### src/rtl/gated_pipe_pkg.sv
// Shared helpers for the gated_pipe elastic pipeline: occupancy width and reset data value.
package gated_pipe_pkg;

    localparam logic RST_DAT_BIT = 1'b0;

    // $clog2(2) is already 1, but keep an explicit floor so a one-stage pipe never gets a zero-width count
    function automatic int unsigned occ_width(input int unsigned depth);
        return (depth < 2) ? 1 : $clog2(depth + 1);
    endfunction

endpackage

### src/rtl/gated_pipe_stage.sv
// One elastic pipeline stage: valid flop on the free-running clock, data register loaded only on ld.
// Define GATED_PIPE_CLK_GATE_EN to clock the data register from a latch-based clock gate instead of a hold mux.
`ifdef GATED_PIPE_CLK_GATE_EN
module clk_gate (
    input  logic clk_i,
    input  logic en_i,
    output logic gclk_o
);
    logic en_l;

    // Enable is captured only while the clock is low, so gclk_o cannot glitch
    always_latch begin
        if (!clk_i) en_l <= en_i;
    end

    assign gclk_o = clk_i & en_l;
endmodule
`endif

module gated_pipe_stage
    import gated_pipe_pkg::*;
#(
    parameter int unsigned Width = 8
) (
    input  logic             clk_i,
    input  logic             rst_i,
    input  logic             flush_i,
    input  logic             src_vld_i,
    input  logic [Width-1:0] src_dat_i,
    input  logic             rdy_i,
    output logic             vld_o,
    output logic [Width-1:0] dat_o
);
    logic             vld_q;
    logic             vld_d;
    logic [Width-1:0] dat_q;
    logic [Width-1:0] dat_d;
    logic             ld_c;
    logic             dat_en_c;

    // Flush blocks every load so in-flight data registers keep their contents
    always_comb begin
        ld_c     = src_vld_i & rdy_i & ~flush_i;
        dat_en_c = ld_c | rst_i;
        dat_d    = rst_i ? {Width{RST_DAT_BIT}} : src_dat_i;
        vld_d    = vld_q;
        if (flush_i) begin
            vld_d = 1'b0;
        end else if (rdy_i) begin
            vld_d = src_vld_i;
        end
    end

    always_ff @(posedge clk_i) begin
        if (rst_i) vld_q <= 1'b0;
        else       vld_q <= vld_d;
    end

`ifdef GATED_PIPE_CLK_GATE_EN
    logic gclk;

    clk_gate u_clk_gate (
        .clk_i  (clk_i),
        .en_i   (dat_en_c),
        .gclk_o (gclk)
    );

    always_ff @(posedge gclk) begin
        dat_q <= dat_d;
    end
`else
    always_ff @(posedge clk_i) begin
        if (dat_en_c) dat_q <= dat_d;
    end
`endif

    assign vld_o = vld_q;
    assign dat_o = dat_q;

endmodule

### src/rtl/gated_pipe.sv
// Elastic valid/ready pipeline of Depth stages whose data registers only clock on a load.
// Build with GATED_PIPE_CLK_GATE_EN to use per-stage clock gates; port behaviour is the same either way.
module gated_pipe
    import gated_pipe_pkg::*;
#(
    parameter int unsigned Width = 8,
    parameter int unsigned Depth = 2
) (
    input  logic                         clk_i,
    input  logic                         rst_i,
    input  logic                         flush_i,
    input  logic                         valid_i,
    output logic                         ready_o,
    input  logic [Width-1:0]             data_i,
    output logic                         valid_o,
    input  logic                         ready_i,
    output logic [Width-1:0]             data_o,
    output logic [occ_width(Depth)-1:0]  occ_o
);
    localparam int unsigned OccW = occ_width(Depth);

    logic [Depth-1:0] vld_c;
    logic [Depth-1:0] rdy_c;
    logic [Width-1:0] dat_c [Depth];

    // Ready ripples from the output side: a stage accepts if it is empty or its successor accepts
    always_comb begin
        logic chain;
        chain = ready_i;
        rdy_c = '0;
        for (int k = int'(Depth) - 1; k >= 0; k--) begin
            chain    = ~vld_c[k] | chain;
            rdy_c[k] = chain;
        end
    end

    always_comb begin
        int unsigned cnt;
        cnt = 0;
        for (int k = 0; k < int'(Depth); k++) begin
            cnt = cnt + 32'(vld_c[k]);
        end
        occ_o = OccW'(cnt);
    end

    for (genvar k = 0; k < Depth; k++) begin : g_stage
        logic             src_vld;
        logic [Width-1:0] src_dat;

        if (k == 0) begin : g_head
            assign src_vld = valid_i;
            assign src_dat = data_i;
        end else begin : g_body
            assign src_vld = vld_c[k-1];
            assign src_dat = dat_c[k-1];
        end

        gated_pipe_stage #(
            .Width (Width)
        ) u_stage (
            .clk_i     (clk_i),
            .rst_i     (rst_i),
            .flush_i   (flush_i),
            .src_vld_i (src_vld),
            .src_dat_i (src_dat),
            .rdy_i     (rdy_c[k]),
            .vld_o     (vld_c[k]),
            .dat_o     (dat_c[k])
        );
    end

    assign ready_o = rdy_c[0] & ~flush_i;
    assign valid_o = vld_c[Depth-1];
    assign data_o  = dat_c[Depth-1];

endmodule

### config.mk
export PLATFORM = sky130hd
export DESIGN_NAME = gated_pipe
export DESIGN_NICKNAME = d
export VERILOG_FILES = /design/src/rtl/gated_pipe_pkg.sv /design/src/rtl/gated_pipe_stage.sv /design/src/rtl/gated_pipe.sv
export SDC_FILE = /design/constraint.sdc
export NUM_CORES = 1
export LEC_CHECK = 0
export ABC_AREA = 1
export ABC_CLOCK_PERIOD_IN_PS = 1550
export BUFFER_PORTS_ARGS = -buffer_cell sky130_fd_sc_hd__buf_2
export CAP_MARGIN = 0
export CORE_ASPECT_RATIO = 0.75
export CORE_MARGIN = 4
export CORE_UTILIZATION = 43
export CTS_CLUSTER_DIAMETER = 100
export DETAILED_ROUTE_END_ITERATION = 8
export PLACE_DENSITY_LB_ADDON = 0.1
export SYNTH_ARGS = -nofsm -noshare
export SYNTH_HDL_FRONTEND = slang
export SYNTH_HIERARCHICAL = 1
export SYNTH_SLANG_ARGS = --single-unit
### constraint.sdc
create_clock -name clk_i -period 1.55 [get_ports clk_i]
set_clock_uncertainty 0.2 [all_clocks]
set_input_delay 0.155 -clock clk_i [delete_from_list [all_inputs] [get_ports clk_i]]
set_output_delay 0.155 -clock clk_i [all_outputs]
set_load 0.02 [all_outputs]
==> results of run 1 <==
-- power by group through the flow --
stage	logic, mW	registers [mW]	clock network [mW]
2_1_floorplan	0.0559	0.611	0
3_3_place_gp	0.113	0.592	0
3_5_place_dp	0.115	0.592	0
4_1_cts	0.134	0.580	0.240
5_1_grt	0.149	0.584	0.271
6_report	0.133	0.580	0.232
-- worst reg2reg max path, cell delays in order (launching register included) --
cell	delay, ns
dfxtp_1	0.36
nand3_2	0.10
nand2_1	0.09
o21ai_2	0.37
-- worst max path at each step --
stage / end / start
after floorplan: g_stage[0].u_stage/dat_o[0] / g_stage[1].u_stage/vld_o
after global placement: g_stage[1].u_stage/dat_o[6] / g_stage[1].u_stage/vld_o
after detailed placement: g_stage[0].u_stage/dat_o[3] / g_stage[1].u_stage/vld_o
after CTS: g_stage[0].u_stage/dat_o[0] / flush_i
after global routing: ready_o / flush_i
final: g_stage[0].u_stage/dat_o[2] / flush_i
-- registers in the layout (all words and copies together), names as in the netlist --
signal                 count
g_stage.u_stage/dat_o     16
g_stage.u_stage/vld_o      2
-- placed cells by master, fill, tap and decap left out --
cell type and instances:
inv_1 23, buf_2 23, nor2_1 16, edfxtp_1 16
dlygate4sd3_1 10, nand2_1 6, clkbuf_4 3, clkinv_2 2
o21ai_2 2, nand2_2 2, a21oi_2 2, buf_4 2
nand3_2 1, ha_1 1, clkinv_1 1, dfxtp_1 1
dfxtp_2 1
-- per-layer routing --
| layer | vias up | GRT usage | wire (microns) |
|---|---|---|---|
| met5 | - | 0 | 0 |
| met4 | 0 | 0.0417 | 9 |
| met3 | 2 | 0.0600 | 92 |
| met2 | 16 | 0.180 | 544 |
| met1 | 227 | 0.134 | 557 |
| li1 | 294 | - | - |
-- cell families after synthesis --
group | count (synthesis) | share of synthesized area
compound gates | 4 | 0.0351
fa+ha+maj | 1 | 0.0159
buf+inv | 27 | 0.152
flops | 18 | 0.663
simple gates | 25 | 0.134
-- stage by stage --
step           hold slack [ns]  area (sq um)
2_1_floorplan            0.109           792
3_3_place_gp             0.242           925
3_5_place_dp             0.242           925
4_1_cts                0.00598          1050
5_1_grt               0.000419          1050
6_report               0.00794          1050
-- cell type report --
| class | count | area (sq um) | share of cell area |
|---|---|---|---|
| clock inverters | 1 | 3.75 | 0.00356 |
| multi-input cells | 30 | 153 | 0.145 |
| well taps | 22 | 27.5 | 0.0261 |
| clock buffers | 3 | 22.5 | 0.0214 |
| flip-flops and latches | 18 | 522 | 0.495 |
| inverters | 25 | 96.3 | 0.0913 |
| repair buffers | 35 | 230 | 0.218 |
-- timing repair --
item	4_1_cts	5_1_grt
endpoints found under the hold margin	9	0
resized for setup	0	2
hold buffers	10	0
setup endpoints to repair	0	16
==> results.cfg, run 1 <==
[timing]
relSlewSlack = 0.713
clock.fmax_mhz = 674
fin_crit_sh = 0.957
worst_slew_pin_slew_ns = 0.431
rsz0062_at_grt = false
fin_crit_ns = 1.48
slew_viol_final = 0
finalHoldViolations = 0
setup_tns_ns = 0
final-setup-viol-count = 0
worst_slack_ns = 0.0665

[synth]
ys_top_cells_by_count = inv_1, edfxtp_1, nor2_1
syn_nets = 89
syn_inst = 75
ys.flop_type = edfxtp_1
synth_top_cell_area_share = 0.612
ys_warn_count = 6
syn_area_sq_um = 785
ys_ff_latch = 18
yosysMostFrequentCell = inv_1
yosysUniqueCellTypes = 12
synthTopCellsByArea = edfxtp_1, inv_1, nor2_1
synthesis.area_per_instance_sq_um = 10.5
ys_async_sr_fraction = 0
synth_area_leader_cell = edfxtp_1
synth_enable_flop_cells = 16
synth-seq-area-share = 0.663

[route]
viasPerCell = 4.02
wl_microns = 1200
ant_nets = 0
first_pass_iters = 2
drc = 0
drt_iter0_drc = 14
wl_per_cell_microns = 8.98
num_vias = 539

[pwr]
power_density_nw_per_um2 = 896
netSwitchingPower_mw = 0.223
p_leak_nw = 0.547
clockPowerShare = 0.245
total_power_mw = 0.945
power_frac_seq = 0.614
intPower_mw = 0.721
sw_frac_of_total = 0.236
peakVddDrop_v = 0.000612
combPwrFrac = 0.141

[floorplan]
die-area_sq_um = 2580
start_util = 0.455
die_w_microns = 57.3
die_h_microns = 45.0
io_pins = 25
rows = 13
coreArea_sq_um = 1720

[worst_setup_path]
cpPeakStageDelay_ns = 0.53
crit_chain = dlygate4sd3_1 > buf_2 > o21ai_2
rr_endpoint = g_stage[0].u_stage/dat_o[2]
path_buf_inv = 2
end_kind = flop
cp-start-kind = input pin
crit_required_ns = 1.30
crit_arrival_ns = 1.23
cp_slowest_cell = dlygate4sd3_1
critical-path-top-delay-family = buffers and inverters
critical_path_class = input pin to flop
worstReg2RegStart = g_stage[0].u_stage/vld_o
worst-path-stages = 3
crit_fanout = 8
reg2reg_slack_ns = 0.09
worst-r2r-cell-count = 3

[finish]
drive_gt1_frac = 0.339
nNetsFinal = 127
final_core_util = 0.612
fill_cells = 146
stdcell_count = 134
antennaDiodeCount = 0
synthToLayoutAreaGrowth_pct = 34.4

[place]
dp.cells = 120
dp_hpwl_microns = 877
routabilityCongestion = 0.673
port_buffers = 24
place_ws_ns = 0.0759

[cts]
cts_sinks = 18
cts_tree = done
cts-root-buf = clkbuf_4
cts_setup_buffers = 0
clk-insertion-delay-late_ns = 0.28
cts_inserted_buffers = 3
clkTransAtPathRegs_ns = 0.10
cts_max_level = 1
clock_path_buffers = 2

[global_routing]
track_usage = 0.114
grt_max_degree = 15
grt_pass1_vias = 480
grt_pass1_wl_microns = 2080
antenna_found_initial = 0
grt_overflow = 0

[outcome]
status = completed

[worst_hold_path]
min_path_type = input pin to flop
min_from = rst_i
whs_endpoint = g_stage[0].u_stage/dat_o[3]
worstHoldPathCells = 2

[run]
maxCapViolCount = 0
No activity file was read; power rests on OpenSTA's default activity.
==> run 2, diff against run 1 <==
--- a/config.mk
+++ b/config.mk
@@ -10,11 +10,12 @@
 export BUFFER_PORTS_ARGS = -buffer_cell sky130_fd_sc_hd__buf_2
 export CAP_MARGIN = 0
 export CORE_ASPECT_RATIO = 0.75
-export CORE_MARGIN = 4
+export CORE_MARGIN = 2
 export CORE_UTILIZATION = 43
 export CTS_CLUSTER_DIAMETER = 100
 export DETAILED_ROUTE_END_ITERATION = 8
 export PLACE_DENSITY_LB_ADDON = 0.1
+export REMOVE_ABC_BUFFERS = 1
 export SYNTH_ARGS = -nofsm -noshare
 export SYNTH_HDL_FRONTEND = slang
 export SYNTH_HIERARCHICAL = 1
==> run 2 against run 1 <==
Effect of this change: final cell count grew 0.75%; count of clock-buffer cells in the layout unchanged; combinational power about the same; non-clock buffer count up 2; hold slack better by 0.036 ns; clock power fell by 5%; via count decreased by 0.37%; critical path type is now input pin to output pin; critical endpoint is now ready_o.
==> results.cfg, run 2 (synthesis gave the netlist of run 1 again) <==
[place]
port_buffers = 24
dp_hpwl_microns = 860
dpl_cell_area_sq_um = 932
routabilityCongestion = 0.684

[global_routing]
grt_max_degree = 11
grt_overflow = 0
grt_pass1_vias = 474
track_usage = 0.146
antenna_found_initial = 0
grt_pass1_wl_microns = 2060

[worst_setup_path]
cp_slowest_cell = dlygate4sd3_1
end_kind = output pin
crit_required_ns = 1.19
crit_chain = dlygate4sd3_1 > buf_2 > inv_1 > nand2_1 > inv_1 > buf_2
critical-path-top-delay-family = buffers and inverters
critical_path_class = input pin to output pin
cp-start-kind = input pin
path_buf_inv = 5
cpPeakStageDelay_ns = 0.54
crit_fanout = 5
crit_arrival_ns = 1.13

[timing]
fin_crit_sh = 0.956
slew_viol_final = 0
rsz0062_at_grt = false
clock.fmax_mhz = 675
fin_crit_ns = 1.48
relSlewSlack = 0.867
finalHoldViolations = 0
final-setup-viol-count = 0
worst_slew_pin_slew_ns = 0.199

[cts]
cts_sinks = 18
cts_max_level = 1
cts-root-buf = clkbuf_4
cts_tree = done
clkTransAtPathRegs_ns = 0.09
cts_inserted_buffers = 3
clk-insertion-delay-late_ns = 0.28
clock_path_buffers = 2
cts.repair.resized = 0

[pwr]
sw_frac_of_total = 0.230
netSwitchingPower_mw = 0.215
intPower_mw = 0.720
total_power_mw = 0.936
power_frac_seq = 0.620
p_leak_nw = 0.551
power_density_nw_per_um2 = 887
combPwrFrac = 0.144
clockPowerShare = 0.236
peakVddDrop_v = 0.000744

[floorplan]
die-area_sq_um = 2190
die_h_microns = 41.0
io_pins = 25
rows = 13
die_w_microns = 53.3
coreArea_sq_um = 1720
start_util = 0.455

[route]
drc = 0
wl_microns = 1240
num_vias = 537
viasPerCell = 3.98
wl_per_cell_microns = 9.15
drt_iter0_drc = 4
first_pass_iters = 2
ant_nets = 0

[run]
maxCapViolCount = 0

[finish]
drive_gt1_frac = 0.327
final_cell_mix = buf_2, inv_1, nor2_1, edfxtp_1, dlygate4sd3_1
largest_reg_flops = 16
antennaDiodeCount = 0
synthToLayoutAreaGrowth_pct = 34.4
nNetsFinal = 129
final_area_sq_um = 1050
final_common_cell = buf_2
fill_cells = 154

[outcome]
status = completed

[worst_hold_path]
min_path_type = input pin to flop
==> run 2: metrics by stage <==
step                      hold WS, ns  TNS, ns   util  setup slack, ns  cells
after floorplan                 0.109   -0.597      -          -0.0384     73
after global placement          0.236        0  0.541            0.236    122
after detailed placement        0.240        0  0.541            0.220    122
after CTS                      0.0328        0  0.612           0.0730    135
after global routing           0.0507        0  0.612          0.00278    135
final                          0.0435        0  0.612           0.0688    135
==> run 2: tightest hold or removal path, delay by kind of cell <==
family | cells | cell delay, ns
simple gates | 2 | 0.13
compound gates | 1 | 0.05
buf+inv | 3 | 0.16
==> run 2: final cells by class <==
class | instances | area (sq um) | share of cell area
Clock buffer | 3 | 22.5 | 0.0214
Tap cell | 22 | 27.5 | 0.0261
Timing Repair Buffer | 37 | 243 | 0.230
Multi-Input combinational cell | 30 | 145 | 0.138
Sequential cell | 18 | 520 | 0.493
Inverter | 25 | 96.3 | 0.0913
==> run 2: power by group through the flow <==
stage	sequential, mW	clock, mW	combinational (mW)
2_1_floorplan	0.612	0	0.0443
5_1_grt	0.585	0.253	0.152
3_5_place_dp	0.592	0	0.117
3_3_place_gp	0.592	0	0.115
4_1_cts	0.581	0.232	0.137
6_report	0.580	0.220	0.135
==> run 2: final timing paths <==
check	start	endpoint	slack [ns]	cells after the start
worst min-delay path	ready_i	g_stage[1].u_stage/vld_o	0.04	6
worst max register to register	g_stage[1].u_stage/vld_o	g_stage[0].u_stage/dat_o[0]	0.23	4
worst min register to register	g_stage[0].u_stage/vld_o	g_stage[0].u_stage/vld_o	0.32	2
worst max-delay path	flush_i	ready_o	0.07	6
==> run 2: timing repair <==
item,in CTS,in global routing
hold buffers,10,0
endpoints found under the hold margin,10,0
setup endpoints to repair,0,0
setup buffers,0,0
==> run 2: per-layer routing <==
layer | share of wire | GRT usage
met5 | 0 | 0
met3 | 0.057 | 0.0766
met1 | 0.44 | 0.176
met2 | 0.49 | 0.222
met4 | 0.0089 | 0.0577
==> run 3, diff against run 2 <==
--- a/config.mk
+++ b/config.mk
@@ -7,13 +7,12 @@
 export LEC_CHECK = 0
 export ABC_AREA = 1
 export ABC_CLOCK_PERIOD_IN_PS = 1550
-export BUFFER_PORTS_ARGS = -buffer_cell sky130_fd_sc_hd__buf_2
 export CAP_MARGIN = 0
-export CORE_ASPECT_RATIO = 0.75
 export CORE_MARGIN = 2
-export CORE_UTILIZATION = 43
+export CORE_UTILIZATION = 52
 export CTS_CLUSTER_DIAMETER = 100
 export DETAILED_ROUTE_END_ITERATION = 8
+export DONT_BUFFER_PORTS = 1
 export PLACE_DENSITY_LB_ADDON = 0.1
 export REMOVE_ABC_BUFFERS = 1
 export SYNTH_ARGS = -nofsm -noshare
==> run 3 against run 2 <==
Effect of this change: core utilization grew 7.2 points; sequential share of layout area grew 3.0 points; critical endpoint is now g_stage[1].u_stage/vld_o; largest cell class unchanged; total power grew 5.0%; hold slack lost 0.0037 ns; maximum frequency shrank 1.3%; sequential cell count is the same; cell area shrank 5.8%; sequential power grew 4.0%; largest power group unchanged.
==> results.cfg, run 3 (synthesis gave the netlist of run 1 again) <==
[worst_setup_path]
reg2reg_slack_ns = 0.14
end_kind = flop
worst-r2r-cell-count = 3
cpPeakStageDelay_ns = 0.58
crit_arrival_ns = 1.54
worstReg2RegStart = g_stage[0].u_stage/vld_o
crit_fanout = 4
critical-path-top-delay-family = buffers and inverters
rr_endpoint = g_stage[1].u_stage/dat_o[6]
cp-start-kind = input pin
cp_slowest_cell = dlygate4sd3_1
critical_path_class = input pin to flop
path_buf_inv = 3
crit_top_cell = dlygate4sd3_1
crit_chain = dlygate4sd3_1 > inv_1 > nand2_2 > dlygate4sd3_1 > a21oi_2
crit_required_ns = 1.59

[worst_hold_path]
min_from = flush_i
min_path_type = input pin to flop
worstHoldPathCells = 2
whs_endpoint = g_stage[0].u_stage/dat_o[7]

[finish]
final_common_cell = inv_1
register_area_sq_um = 520
fill_cells = 116
nNetsFinal = 109
drive_gt1_frac = 0.160
final_core_util = 0.683
multi_input_area_sq_um = 158
antennaDiodeCount = 0
final_cell_mix = inv_1, nor2_1, edfxtp_1
largest_reg_flops = 16
synthToLayoutAreaGrowth_pct = 26.6

[run]
maxCapViolCount = 0

[timing]
worst_slew_pin_slew_ns = 0.550
clock.fmax_mhz = 666
rsz0062_at_grt = false
finalHoldViolations = 0
final-setup-viol-count = 0
slew_viol_final = 0
fin_crit_ns = 1.50
worst_slack_ns = 0.0496
setup_tns_ns = 0
relSlewSlack = 0.632
fin_crit_sh = 0.968

[pwr]
power_density_nw_per_um2 = 989
peakVddDrop_v = 0.000854
sw_frac_of_total = 0.225
intPower_mw = 0.761
total_power_mw = 0.982
power_frac_seq = 0.614
combPwrFrac = 0.096
p_leak_nw = 0.469
netSwitchingPower_mw = 0.221
clockPowerShare = 0.290

[global_routing]
antenna_found_initial = 0
grt_overflow = 0
grt_max_degree = 17
grt_pass1_wl_microns = 2100
grt_pass1_vias = 456
track_usage = 0.166

[route]
drt_iter0_drc = 14
drc = 0
wl_per_cell_microns = 11.8
num_vias = 512
first_pass_iters = 4
viasPerCell = 4.65
wl_microns = 1290
ant_nets = 0

[cts]
clk-insertion-delay-late_ns = 0.29
clock_path_buffers = 2
cts_max_level = 1
clkTransAtPathRegs_ns = 0.10
cts_sinks = 18
cts-root-buf = clkbuf_4
cts_setup_buffers = 0
cts_inserted_buffers = 3
cts_tree = done

[floorplan]
die_w_microns = 42.8
die_h_microns = 42.8
start_util = 0.540
coreArea_sq_um = 1450
io_pins = 25
die-area_sq_um = 1840
rows = 14

[place]
routabilityCongestion = 0.613
port_buffers = 0
dp_hpwl_microns = 762
place_ws_ns = 0.236

[outcome]
status = completed
[run 3: changes by cell type in the layout (fill, tap and decap cells not counted), sizes merged]
cell / delta
buf: -24
clkbuf: +1
dlygate4sd3: +4
[run 3: final cells by class]
cell class	instances	area share
Sequential cell	18	0.524
Timing Repair Buffer	17	0.164
Multi-Input combinational cell	30	0.159
Inverter	25	0.0970
Clock buffer	4	0.0365
Tap cell	16	0.0202
[run 3: what timing repair did]
| action | CTS | global route |
|---|---|---|
| gates resized for setup | 2 | 0 |
| hold endpoints to repair | 18 | 0 |
| endpoints found under the setup margin | 1 | 0 |
| hold buffers | 14 | 0 |
[run 3: how the worst max path moves through the flow]
stage                             startpoint                           to  slack, ns  cells after the start
finish                               flush_i     g_stage[1].u_stage/vld_o       0.05                      5
global route        g_stage[1].u_stage/vld_o                     occ_o[0]       0.02                      2
CTS                 g_stage[1].u_stage/vld_o                     occ_o[0]       0.07                      2
detailed placement  g_stage[1].u_stage/vld_o  g_stage[1].u_stage/dat_o[6]       0.24                      4
global placement    g_stage[1].u_stage/vld_o  g_stage[1].u_stage/dat_o[6]       0.26                      4
floorplan           g_stage[1].u_stage/vld_o  g_stage[0].u_stage/dat_o[0]      -0.04                      3
[run 3: routing by layer]
| layer | vias to the layer above | GRT usage | wire length, microns |
|---|---|---|---|
| met5 | - | 0 | 0 |
| met4 | 0 | 0.0938 | 25 |
| met3 | 4 | 0.0426 | 58 |
| met2 | 15 | 0.270 | 637 |
| met1 | 234 | 0.197 | 573 |
| li1 | 259 | - | - |
[run 3: stage by stage]
stage	cells	cell area [sq um]	hold WS (ns)
floorplan	73	762	0.109
global placement	92	805	0.112
detailed placement	92	805	0.119
CTS	110	993	0.0358
global route	110	993	0.0401
finish	110	993	0.0398
[run 3: power groups by stage]
stage	Clock [mW]	Combinational, mW	Sequential, mW
6_report	0.285	0.0943	0.603
3_3_place_gp	0	0.0558	0.612
4_1_cts	0.293	0.0935	0.603
2_1_floorplan	0	0.0443	0.612
3_5_place_dp	0	0.0583	0.614
5_1_grt	0.313	0.107	0.608
